==> src/rtl/cookie_pkg.sv <==
// Shared defaults and reader state encoding for the cookie grid readout path.
package cookie_pkg;

   localparam int DEFAULT_GRID_W = 16;
   localparam int DEFAULT_GRID_H = 16;

   typedef enum logic [2:0] {
      IDLE,
      SNAP,
      SHIFT,
      EMIT,
      DONE
   } reader_state_t;

endpackage

==> src/rtl/cookie_row_deser.sv <==
// Row deserializer: collects GRID_W serial bits MSB-first into one row.
// full marks the shift that completes the row.
module cookie_row_deser
   import cookie_pkg::*;
#(
   parameter int GRID_W = DEFAULT_GRID_W
) (
   input  logic              clk,
   input  logic              rst,
   input  logic              shift,
   input  logic              serial_in,
   output logic [GRID_W-1:0] row_data,
   output logic              full
);

   localparam int CNT_W = (GRID_W > 1) ? $clog2(GRID_W) : 1;

   logic [CNT_W-1:0] bit_cnt;

   assign full = shift && (bit_cnt == CNT_W'(GRID_W - 1));

   // The first bit of a row is the highest column, so it ends up in the MSB.
   always_ff @(posedge clk) begin
      if (rst) begin
         row_data <= '0;
         bit_cnt  <= '0;
      end else if (shift) begin
         row_data <= {row_data[GRID_W-2:0], serial_in};
         bit_cnt  <= full ? '0 : bit_cnt + 1'b1;
      end
   end

endmodule

==> src/rtl/cookie_reader.sv <==
// Readout end of the grid display chain: snapshots the grid, shifts it out and
// hands reassembled rows (highest row first) downstream over valid/ready.
module cookie_reader
   import cookie_pkg::*;
#(
   parameter int GRID_W = DEFAULT_GRID_W,
   parameter int GRID_H = DEFAULT_GRID_H
) (
   input  logic                      clk,
   input  logic                      rst,
   input  logic                      start,
   input  logic                      serial_in,
   output logic                      display,
   output logic                      shift_en,
   output logic                      freeze,
   output logic                      busy,
   output logic [GRID_W-1:0]         row_data,
   output logic [$clog2(GRID_H)-1:0] row_idx,
   output logic                      row_valid,
   input  logic                      row_ready,
   output logic                      frame_done
);

   localparam int ROW_W = $clog2(GRID_H);

   reader_state_t    state, state_next;
   logic [ROW_W-1:0] row_cnt;
   logic [GRID_W-1:0] deser_data;
   logic             row_full;
   logic             row_accept;

   cookie_row_deser #(
      .GRID_W(GRID_W)
   ) u_deser (
      .clk      (clk),
      .rst      (rst),
      .shift    (shift_en),
      .serial_in(serial_in),
      .row_data (deser_data),
      .full     (row_full)
   );

   assign row_accept = row_valid && row_ready;

   always_ff @(posedge clk) begin
      if (rst) begin
         state <= IDLE;
      end else begin
         state <= state_next;
      end
   end

   // Rows leave highest index first; reload after the last one so the next frame starts clean.
   always_ff @(posedge clk) begin
      if (rst) begin
         row_cnt <= ROW_W'(GRID_H - 1);
      end else if (row_accept) begin
         row_cnt <= (row_cnt == '0) ? ROW_W'(GRID_H - 1) : row_cnt - 1'b1;
      end
   end

   always_comb begin
      state_next = state;
      display    = 1'b0;
      shift_en   = 1'b0;
      row_valid  = 1'b0;
      frame_done = 1'b0;
      busy       = 1'b0;
      case (state)
         IDLE: begin
            if (start) state_next = SNAP;
         end
         SNAP: begin
            display    = 1'b1;
            busy       = 1'b1;
            state_next = SHIFT;
         end
         SHIFT: begin
            shift_en = 1'b1;
            busy     = 1'b1;
            if (row_full) state_next = EMIT;
         end
         EMIT: begin
            row_valid = 1'b1;
            busy      = 1'b1;
            if (row_ready) state_next = (row_cnt == '0) ? DONE : SHIFT;
         end
         DONE: begin
            frame_done = 1'b1;
            state_next = IDLE;
         end
         default: state_next = IDLE;
      endcase
   end

   // The chain stalls during EMIT, so the deserializer already holds row_data stable.
   assign freeze   = busy;
   assign row_data = row_valid ? deser_data : '0;
   assign row_idx  = row_valid ? row_cnt : '0;

endmodule

==> config.mk <==
export PLATFORM = sky130hd
export DESIGN_NAME = cookie_reader
export DESIGN_NICKNAME = d
export VERILOG_FILES = /design/src/rtl/cookie_pkg.sv /design/src/rtl/cookie_row_deser.sv /design/src/rtl/cookie_reader.sv
export SDC_FILE = /design/constraint.sdc
export NUM_CORES = 1
export LEC_CHECK = 0
export BUFFER_PORTS_ARGS = -buffer_cell sky130_fd_sc_hd__buf_2
export CAP_MARGIN = 20
export CORE_MARGIN = 2
export CORE_UTILIZATION = 45
export DETAILED_ROUTE_END_ITERATION = 12
export GPL_ROUTABILITY_DRIVEN = 1
export PLACE_DENSITY = 0.69
export SETUP_SLACK_MARGIN = 0.02
export SKIP_LAST_GASP = 1
export SYNTH_ARGS = -nofsm -noshare
export SYNTH_HDL_FRONTEND = slang
export SYNTH_SLANG_ARGS = --single-unit
==> constraint.sdc <==
create_clock -name clk -period 2.55 [get_ports clk]
set_input_delay 0.1275 -clock clk [delete_from_list [all_inputs] [get_ports clk]]
set_output_delay 0.1275 -clock clk [all_outputs]
set_load 0.01 [all_outputs]
Yosys cells after proc, flatten, opt, wreduce, memory -nomap -nowiden
Cells that the tools add are included.
{ "classes": {"muxes": 14, "n_eq_ne": 8, "addsub": 2, "reduce_logical": 6} }
{ "ops": {"columns": ["op", "n"], "rows": [
  ["16-bit two-way mux", 1],
  ["3-bit two-way mux", 4],
  ["4-bit two-way mux", 3],
  ["3-bit one-hot mux with 4 select lines", 1],
  ["3-bit by 2-bit == test with 1-bit output (second input constant)", 2],
  ["1-bit two-way mux", 5],
  ["4-bit by 1-bit adder with 4-bit output (second input constant)", 1],
  ["4-bit == test (second input constant)", 1],
  ["4-bit logical NOT", 1],
  ["2-bit != test (second input constant)", 2],
  ["4-bit by 1-bit subtractor with 4-bit output (second input constant)", 1],
  ["3-bit by 1-bit == test with 1-bit output (second input constant)", 1],
  ["3-bit == test (second input constant)", 1],
  ["3-bit logical NOT", 1],
  ["3-bit AND reduction", 1],
  ["3-bit OR reduction", 1],
  ["1-bit logical AND", 2],
  ["2-bit by 1-bit != test with 1-bit output (second input constant)", 1]
]} }
{ "word_totals": {"out_inout_bits": 26, "inputBits": 5, "reg_bits": 27} }

Longest topological paths before layout
Gate-level depths: netlist of run 1.
{ "logic_depth": {"ltp_word": 5, "mapped_depth": 6} }

Cells and area by module
A second synthesis of run 1 with hierarchy kept.
{ "unflattened": {"hier_cells": 140, "hier_area_um2": 1353.8} }
{ "by_module_without_submodules": {"columns": ["module", "n_inst", "area_per_inst_um2", "cells_per_inst"], "rows": [
  ["cookie_row_deser", 1, 792.0, 73],
  ["cookie_reader", 1, 561.8, 67]
]} }

Worst setup path after synthesis of run 1
OpenSTA, ideal clock, no wires.
{ "synth_path": {"kind": "flip-flop to flip-flop", "startpoint": "register state[1]", "endpoint": "register u_deser.bit_cnt[3]", "stages_incl_launch_ff": 5, "path_slack_ns": 1.089, "path_buffers": 1, "required_ns": 2.480, "arrival_time_ns": 1.391, "path_cell_list": "dfxtp_1 -> buf_4 -> or3b_4 -> or4_1 -> a21oi_1"} }
{ "synth_between": {"elab_chain_len": 4} }
{ "synth_lines": {"columns": ["element", "line_no", "source"], "rows": [
  ["start, declared", "cookie_reader.sv:26", "reader_state_t state, state_next;"],
  ["start signal, assigned", "cookie_reader.sv:49", "state <= state_next;"],
  ["3-bit by 2-bit == test with 1-bit output (*)", "cookie_reader.sv:69", "case (state)"],
  ["1-bit two-way mux (*)", "cookie_reader.sv:69", null],
  ["1-bit logical AND", "cookie_row_deser.sv:20", "assign full = shift && (bit_cnt == CNT_W'(GRID_W - 1));"],
  ["4-bit two-way mux", "cookie_row_deser.sv:29", "bit_cnt <= full ? '0 : bit_cnt + 1'b1;"],
  ["end signal, assigned", "cookie_row_deser.sv:29", null],
  ["end, declared", "cookie_row_deser.sv:18", "logic [CNT_W-1:0] bit_cnt;"]
]} }
Every way passes the cells marked *; elsewhere a longest branch is shown, timed or not.
A chain may end at the register's enable or synchronous reset.

Worst setup path in the final report of run 1
{ "layout_path": {"startpoint": "register state[1]", "endpoint": "output shift_en"} }
{ "layout_between": {"elab_chain_len": 2} }
{ "layout_lines": {"columns": ["element", "line_no", "source"], "rows": [
  ["3-bit by 2-bit == test with 1-bit output", "cookie_reader.sv:69", null],
  ["1-bit two-way mux", "cookie_reader.sv:69", null],
  ["end, declared", "cookie_reader.sv:14", "output logic shift_en,"]
]} }
No other way between the ends.

==> metrics.md, run 1 <==
| Metric | Value |
|---|---|
| First DRT Iteration DRCs | 14 |
| PortBufs | 30 |
| Global Route Usage Sum | 0.165 |
| IO Pins | 31 |
| HPWL Detailed | about 1700 um |
| Root Driver | clkbuf_4 |
| Final Setup Violations | 0 |
| Detail Route Antenna Nets | 0 |
| Worst path required time | between 2 and 2.5 ns |
| Path type of the worst setup path | flop to primary output |
| Ys async rst share | 0 |
| Synth Cell Area | between 1000 and 1500 sq um |
| Synth Instances | 160 |
| Vias per cell | slightly above 5 |
| Post-synth EDFFs | 0 |
| Post-CTS Setup Repair Bufs | 0 |
| Final min period | about 2.2 ns |
| Placed Instances | between 200 and 250 |
| CTS tree | yes |
| Synth Net Count | 167 |
| Via Count | around 1100 |
| CTS Hold Bufs | 0 |
| Most common cell in the netlist | nand2_1 |
| Logic gate share of total power | 0.115 |
| DRC viols | 0 |
| Yosys top cell area share | 0.428 |
| Power density cells | ~500 nW/um^2 |
| Status | finished, final reports clean |
| Top area cells in the synthesized netlist | dfxtp_1 43%, nand2_1 11%, and2_1 10% |
| Max transition margin | 0.539 |
| Max VDD drop | between 0.3 and 0.4 mV |
| Worst Hold Class | input pin to flop |
| Seq pwr share | 0.626 |
| P_int | ~0.52 mW |
| Leading area contributor after synthesis | dfxtp_1 |
| Final core occ | 0.523 |
| Clock Tree Buf Depth | 2 |
| Fin Setup TNS | 0 ns |
| Final Cycle Share | 0.864 |
| Post-layout nets | 190 |
| WL final | between 2000 and 2500 um |
| Max Clock Freq | between 400 and 500 MHz |
| Mean area per synthesized cell | 7.90 sq um |
| Die W | between 50 and 60 um |
| Clk sinks | 27 |
| DIE AREA | 3250 sq um |
| Grt ovf | 0 |
| First-pass GRT wire length | 4310 um |
| Largest net degree at the start of global routing | 31 |
| Synth-to-Final Area Change | 12.2% |
| Arrival time worst endpoint | roughly 2.1 ns |
| Fin. Hold Viols | 0 |
| Core area | between 2000 and 3000 sq um |
| Ys Warns | 0 |
| RSZ-0062 raised after global routing | no |
| Rows | 19 |
| Worst-path clk slew | 0.14 ns |
| TritonCTS Buffers | 3 |
| Die height | between 50 and 60 um |
| Vias in the first global route | roughly 1000 |
| Tot Pwr | roughly 0.7 mW |
| WL per Instance | 11.7 um |
| Main synth FF type | dfxtp_1 |
| Kind of end point of the critical path | primary output |
| CP Max Fanout | 22 |
| Synth cell types | 30 |
| Skew final | 0.00142 ns |
| Drt pass-1 iters | 5 |
| Yosys reg bits | 27 |
| Leakage | slightly above 0.6 nW |
| Post-CTS Resized | 0 |
| H-tree depth | 1 |
| Routability Congestion | about 0.71 |
| Initial antenna violation count | 0 |
| Final std cells w/o fill | between 200 and 250 |
| Clock Power Share | 0.260 |
| Tightest Pin Transition | 0.692 ns |
| Psw | slightly below 0.2 mW |
| Initial core utilization | 0.466 |
| Post-synth top cells | 38 x nand2_1, 27 x dfxtp_1, 21 x a21oi_1, 21 x and2_1 |
| Slew Viols, Final | 0 |
| Clk_lat worst skew | 0.32 ns |
| Max_cap viols | 0 |
| Critical path startpoint category | flop |
| N_diodes | 0 |
| Layout cells sized above 1 | 0.203 |
| Sw Ratio | 0.269 |
| Register area share after synthesis | 0.428 |
==> cells by family (layout without fill, tap and decap cells) <==
logic type,after synthesis,count (layout),synth area share
simple gates,82,82,0.334
compound gates,32,32,0.152
buf+inv,17,39,0.0663
flops,27,27,0.428
fa+ha+maj,2,2,0.0198
==> flip-flops by register name, summed over array words and instances, names as in the netlist <==
register and flops:
row_cnt 4, state 3, u_deser.bit_cnt 4, u_deser.row_data 16
==> power by group through the flow <==
stage               Clock, mW  Combinational (mW)  Sequential, mW
finish                  0.186              0.0820           0.447
global route            0.211              0.0915           0.450
CTS                     0.195              0.0828           0.447
detailed placement          0              0.0827           0.456
global placement            0              0.0801           0.456
floorplan                   0              0.0777           0.448
==> per-stage QoR <==
step                      hold slack, ns  setup WS [ns]  cell area, sq um
after floorplan                    0.240           1.09              1260
after global placement             0.382          0.748              1390
after detailed placement           0.399          0.690              1390
after CTS                         0.0377          0.338              1420
after global routing              0.0550          0.218              1420
final                             0.0397          0.347              1420
==> placed cells by master (no fill, tap or decap), types with 2 or more instances in the layout <==
| cell type | instances |
|---|---|
| nor3b_1 | 2 |
| nand4b_1 | 2 |
| inv_1 | 5 |
| buf_2 | 30 |
| ha_1 | 2 |
| a211oi_1 | 2 |
| and2_1 | 21 |
| dfxtp_1 | 27 |
| nand3_1 | 2 |
| a21oi_1 | 21 |
| a311o_1 | 2 |
| nand2_1 | 38 |
| clkbuf_4 | 3 |
| nor2_1 | 5 |
| a211o_1 | 2 |
| nor3_1 | 5 |
==> path summary, 6_finish.rpt <==
path                        startpoint                    to  slack, ns  cells after the start
setup reg to reg              state[1]    u_deser.bit_cnt[2]       0.67                      4
setup / recovery              state[1]              shift_en       0.35                      3
hold reg to reg   u_deser.row_data[15]  u_deser.row_data[15]       0.47                      2
hold / removal               serial_in   u_deser.row_data[0]       0.04                      3
==> routing by layer <==
metal,global-route usage,routed length (um),vias to the layer above
met3,0.0249,129,2
met1,0.201,1150,487
met2,0.286,1190,25
li1,-,-,573
met5,0,0,-
met4,0.0731,16,0
==> final cells by class <==
type                    instances  area, sq um
clock buffers                   3         22.5
clock inverters                 1         7.51
fillers                       283         1290
inverters                       5         18.8
multi-input cells             116          639
flip-flops and latches         27          541
well taps                      31         38.8
repair buffers                 30          150
==> worst max-delay path: stages (launching register included) <==
cell,delay [ns]
dfxtp_1,0.51
or3b_4,0.55
inv_1,0.46
buf_2,0.23
No activity file was read; power rests on OpenSTA's default activity.
==> run 2: changes to the inputs <==
CORE_UTILIZATION = 54   (was 45)
CTS_CLUSTER_SIZE = 10   (was not set)
PLACE_DENSITY = 0.81   (was 0.69)
==> run 2 against run 1 <==
Against the previous run: combinational power about the same; final cell count shrank 1.4%; hold slack got worse by 0.0027 ns; largest power group unchanged; sequential power is essentially flat; largest cell class unchanged; core utilization increased by 11 points; first-iteration DRC count rose by 110%; worst setup slack improved by 0.028 ns.
==> metrics.md, run 2 (synthesis results as in run 1) <==
| Metric | Value |
|---|---|
| Kind of end point of the critical path | primary output (unchanged) |
| Path type of the worst setup path | flop to primary output (unchanged) |
| Vias in the first global route | 833 (was 1021) |
| Critical path startpoint category | flop (unchanged) |
| Initial antenna violation count | 0 (unchanged) |
| Largest reg by FF count | u_deser.row_data (unchanged) |
| Leakage | 0.607 nW (was 0.604 nW) |
| Arrival time worst endpoint | 2.05 ns (was 2.08 ns) |
| Worst-path clk slew | 0.13 ns (was 0.14 ns) |
| Worst Hold Class | input pin to flop (unchanged) |
| HPWL Detailed | 1640 um (was 1730 um) |
| CTS Hold Bufs | 0 (unchanged) |
| Max Clock Freq | 460 MHz (was 454 MHz) |
| Grt ovf | 0 (unchanged) |
| CTS tree | yes (unchanged) |
| PortBufs | 30 (unchanged) |
| Layout cells sized above 1 | 0.203 (unchanged) |
| Max FFs per register | 16 (unchanged) |
| TritonCTS Buffers | 3 (unchanged) |
| First-pass GRT wire length | 3820 um (was 4310 um) |
| DIE AREA | 2740 sq um (was 3250 sq um) |
| Post-layout nets | 190 (unchanged) |
| Root Driver | clkbuf_4 (unchanged) |
| Commonest non-fill, non-tap cell in the layout | nand2_1 (unchanged) |
| Synth-to-Final Area Change | 11.7% (was 12.2%) |
| Global Route Usage Sum | 0.186 (was 0.165) |
| Die height | 52.4 um (was 57.0 um) |
| Max transition margin | 0.569 (was 0.539) |
| Post-CTS Setup Repair Bufs | 0 (unchanged) |
| Final Cycle Share | 0.853 (was 0.864) |
| Tot Pwr | 0.709 mW (was 0.715 mW) |
| Clk sinks | 27 (unchanged) |
| H-tree depth | 1 (unchanged) |
| N_diodes | 0 (unchanged) |
| Rows | 17 (was 19) |
| First DRT Iteration DRCs | 30 (was 14) |
| Post-CTS Resized | 0 (unchanged) |
| WL final | 2440 um (was 2490 um) |
| Via Count | 1089 (was 1087) |
| Power density cells | 503 nW/um^2 (was 504 nW/um^2) |
| Hold WS | 0.0369 ns (was 0.0397 ns) |
| Fin Setup TNS | 0 ns (unchanged) |
| Final Setup Violations | 0 (unchanged) |
| WL per Instance | 11.6 um (was 11.7 um) |
| Final min period | 2.18 ns (was 2.20 ns) |
| Worst path required time | 2.42 ns (about the same) |
| Routability Congestion | 0.752 (was 0.707) |
| Skew final | 0.00984 ns (was 0.00142 ns) |
| Filler cell count | 197 (was 283) |
| Drt pass-1 iters | 4 (was 5) |
| Max VDD drop | 0.391 mV (was 0.330 mV) |
| Die W | 52.4 um (was 57.0 um) |
| Status | finished, final reports clean (unchanged) |
| Slew Viols, Final | 0 (unchanged) |
| Core area | 2210 sq um (was 2710 sq um) |
| Commonest cells after routing, fill and taps aside | 38 x nand2_1, 30 x buf_2, 27 x dfxtp_1, 21 x and2_1, 21 x a21oi_1 (unchanged) |
| Largest net degree at the start of global routing | 31 (unchanged) |
| Detail Route Antenna Nets | 0 (unchanged) |
| Initial core utilization | 0.571 (was 0.466) |
| DRC viols | 0 (unchanged) |
| Clock Tree Buf Depth | 2 (unchanged) |
| Biggest regs | u_deser.row_data: 16 flops, row_cnt: 4 flops, u_deser.bit_cnt: 4 flops (unchanged) |
| Tightest Pin Transition | 0.646 ns (was 0.692 ns) |
| IO Pins | 31 (unchanged) |
| Fin. Hold Viols | 0 (unchanged) |
| CP Max Fanout | 22 (unchanged) |
| Clk_lat worst skew | 0.32 ns (about the same) |
| Max_cap viols | 0 (unchanged) |
| RSZ-0062 raised after global routing | no (unchanged) |
| Vias per cell | 5.19 (was 5.10) |
## run 2: final timing paths
check / start / end / slack (ns) / depth (start not counted)
worst min-delay path: serial_in / u_deser.row_data[0] / 0.04 / 3
worst max-delay path: state[1] / shift_en / 0.37 / 3
worst min register to register: u_deser.row_data[15] / u_deser.row_data[15] / 0.48 / 2
worst max register to register: state[1] / u_deser.bit_cnt[2] / 0.70 / 4
## run 2: where the power goes
part	switching [mW]	total (mW)	internal, mW
sequential	0.0143	0.447	0.433
combinational	0.0522	0.0820	0.0297
clock	0.122	0.181	0.0586
total	0.188	0.709	0.521
## run 2: layer usage
metal	track usage	share of wire	vias up
met5	0	0	-
met4	0.0684	0.011	0
met3	0.0286	0.034	4
met2	0.308	0.48	18
met1	0.243	0.48	490
li1	-	-	577
## run 2: layout make-up
class | instances | area [sq um] | area share
clock buffer | 3 | 22.5 | 0.0160
clock inverter | 1 | 5.00 | 0.00355
inverter | 5 | 18.8 | 0.0133
tap | 28 | 35.0 | 0.0248
multi-input combinational | 116 | 639 | 0.453
sequential | 27 | 541 | 0.383
timing repair buffer | 30 | 150 | 0.106
## run 2: critical path: stages (launching register included)
cell and delay, ns:
dfxtp_1 0.50, or3b_4 0.54, inv_1 0.46, buf_2 0.23
## run 2: through the flow
step	utilization	std cells	setup slack [ns]	area [sq um]
finish	0.638	210	0.374	1410
global route	0.638	210	0.221	1410
CTS	0.638	210	0.373	1410
detailed placement	0.626	206	0.717	1380
global placement	0.626	206	0.757	1380
floorplan	-	160	1.09	1260
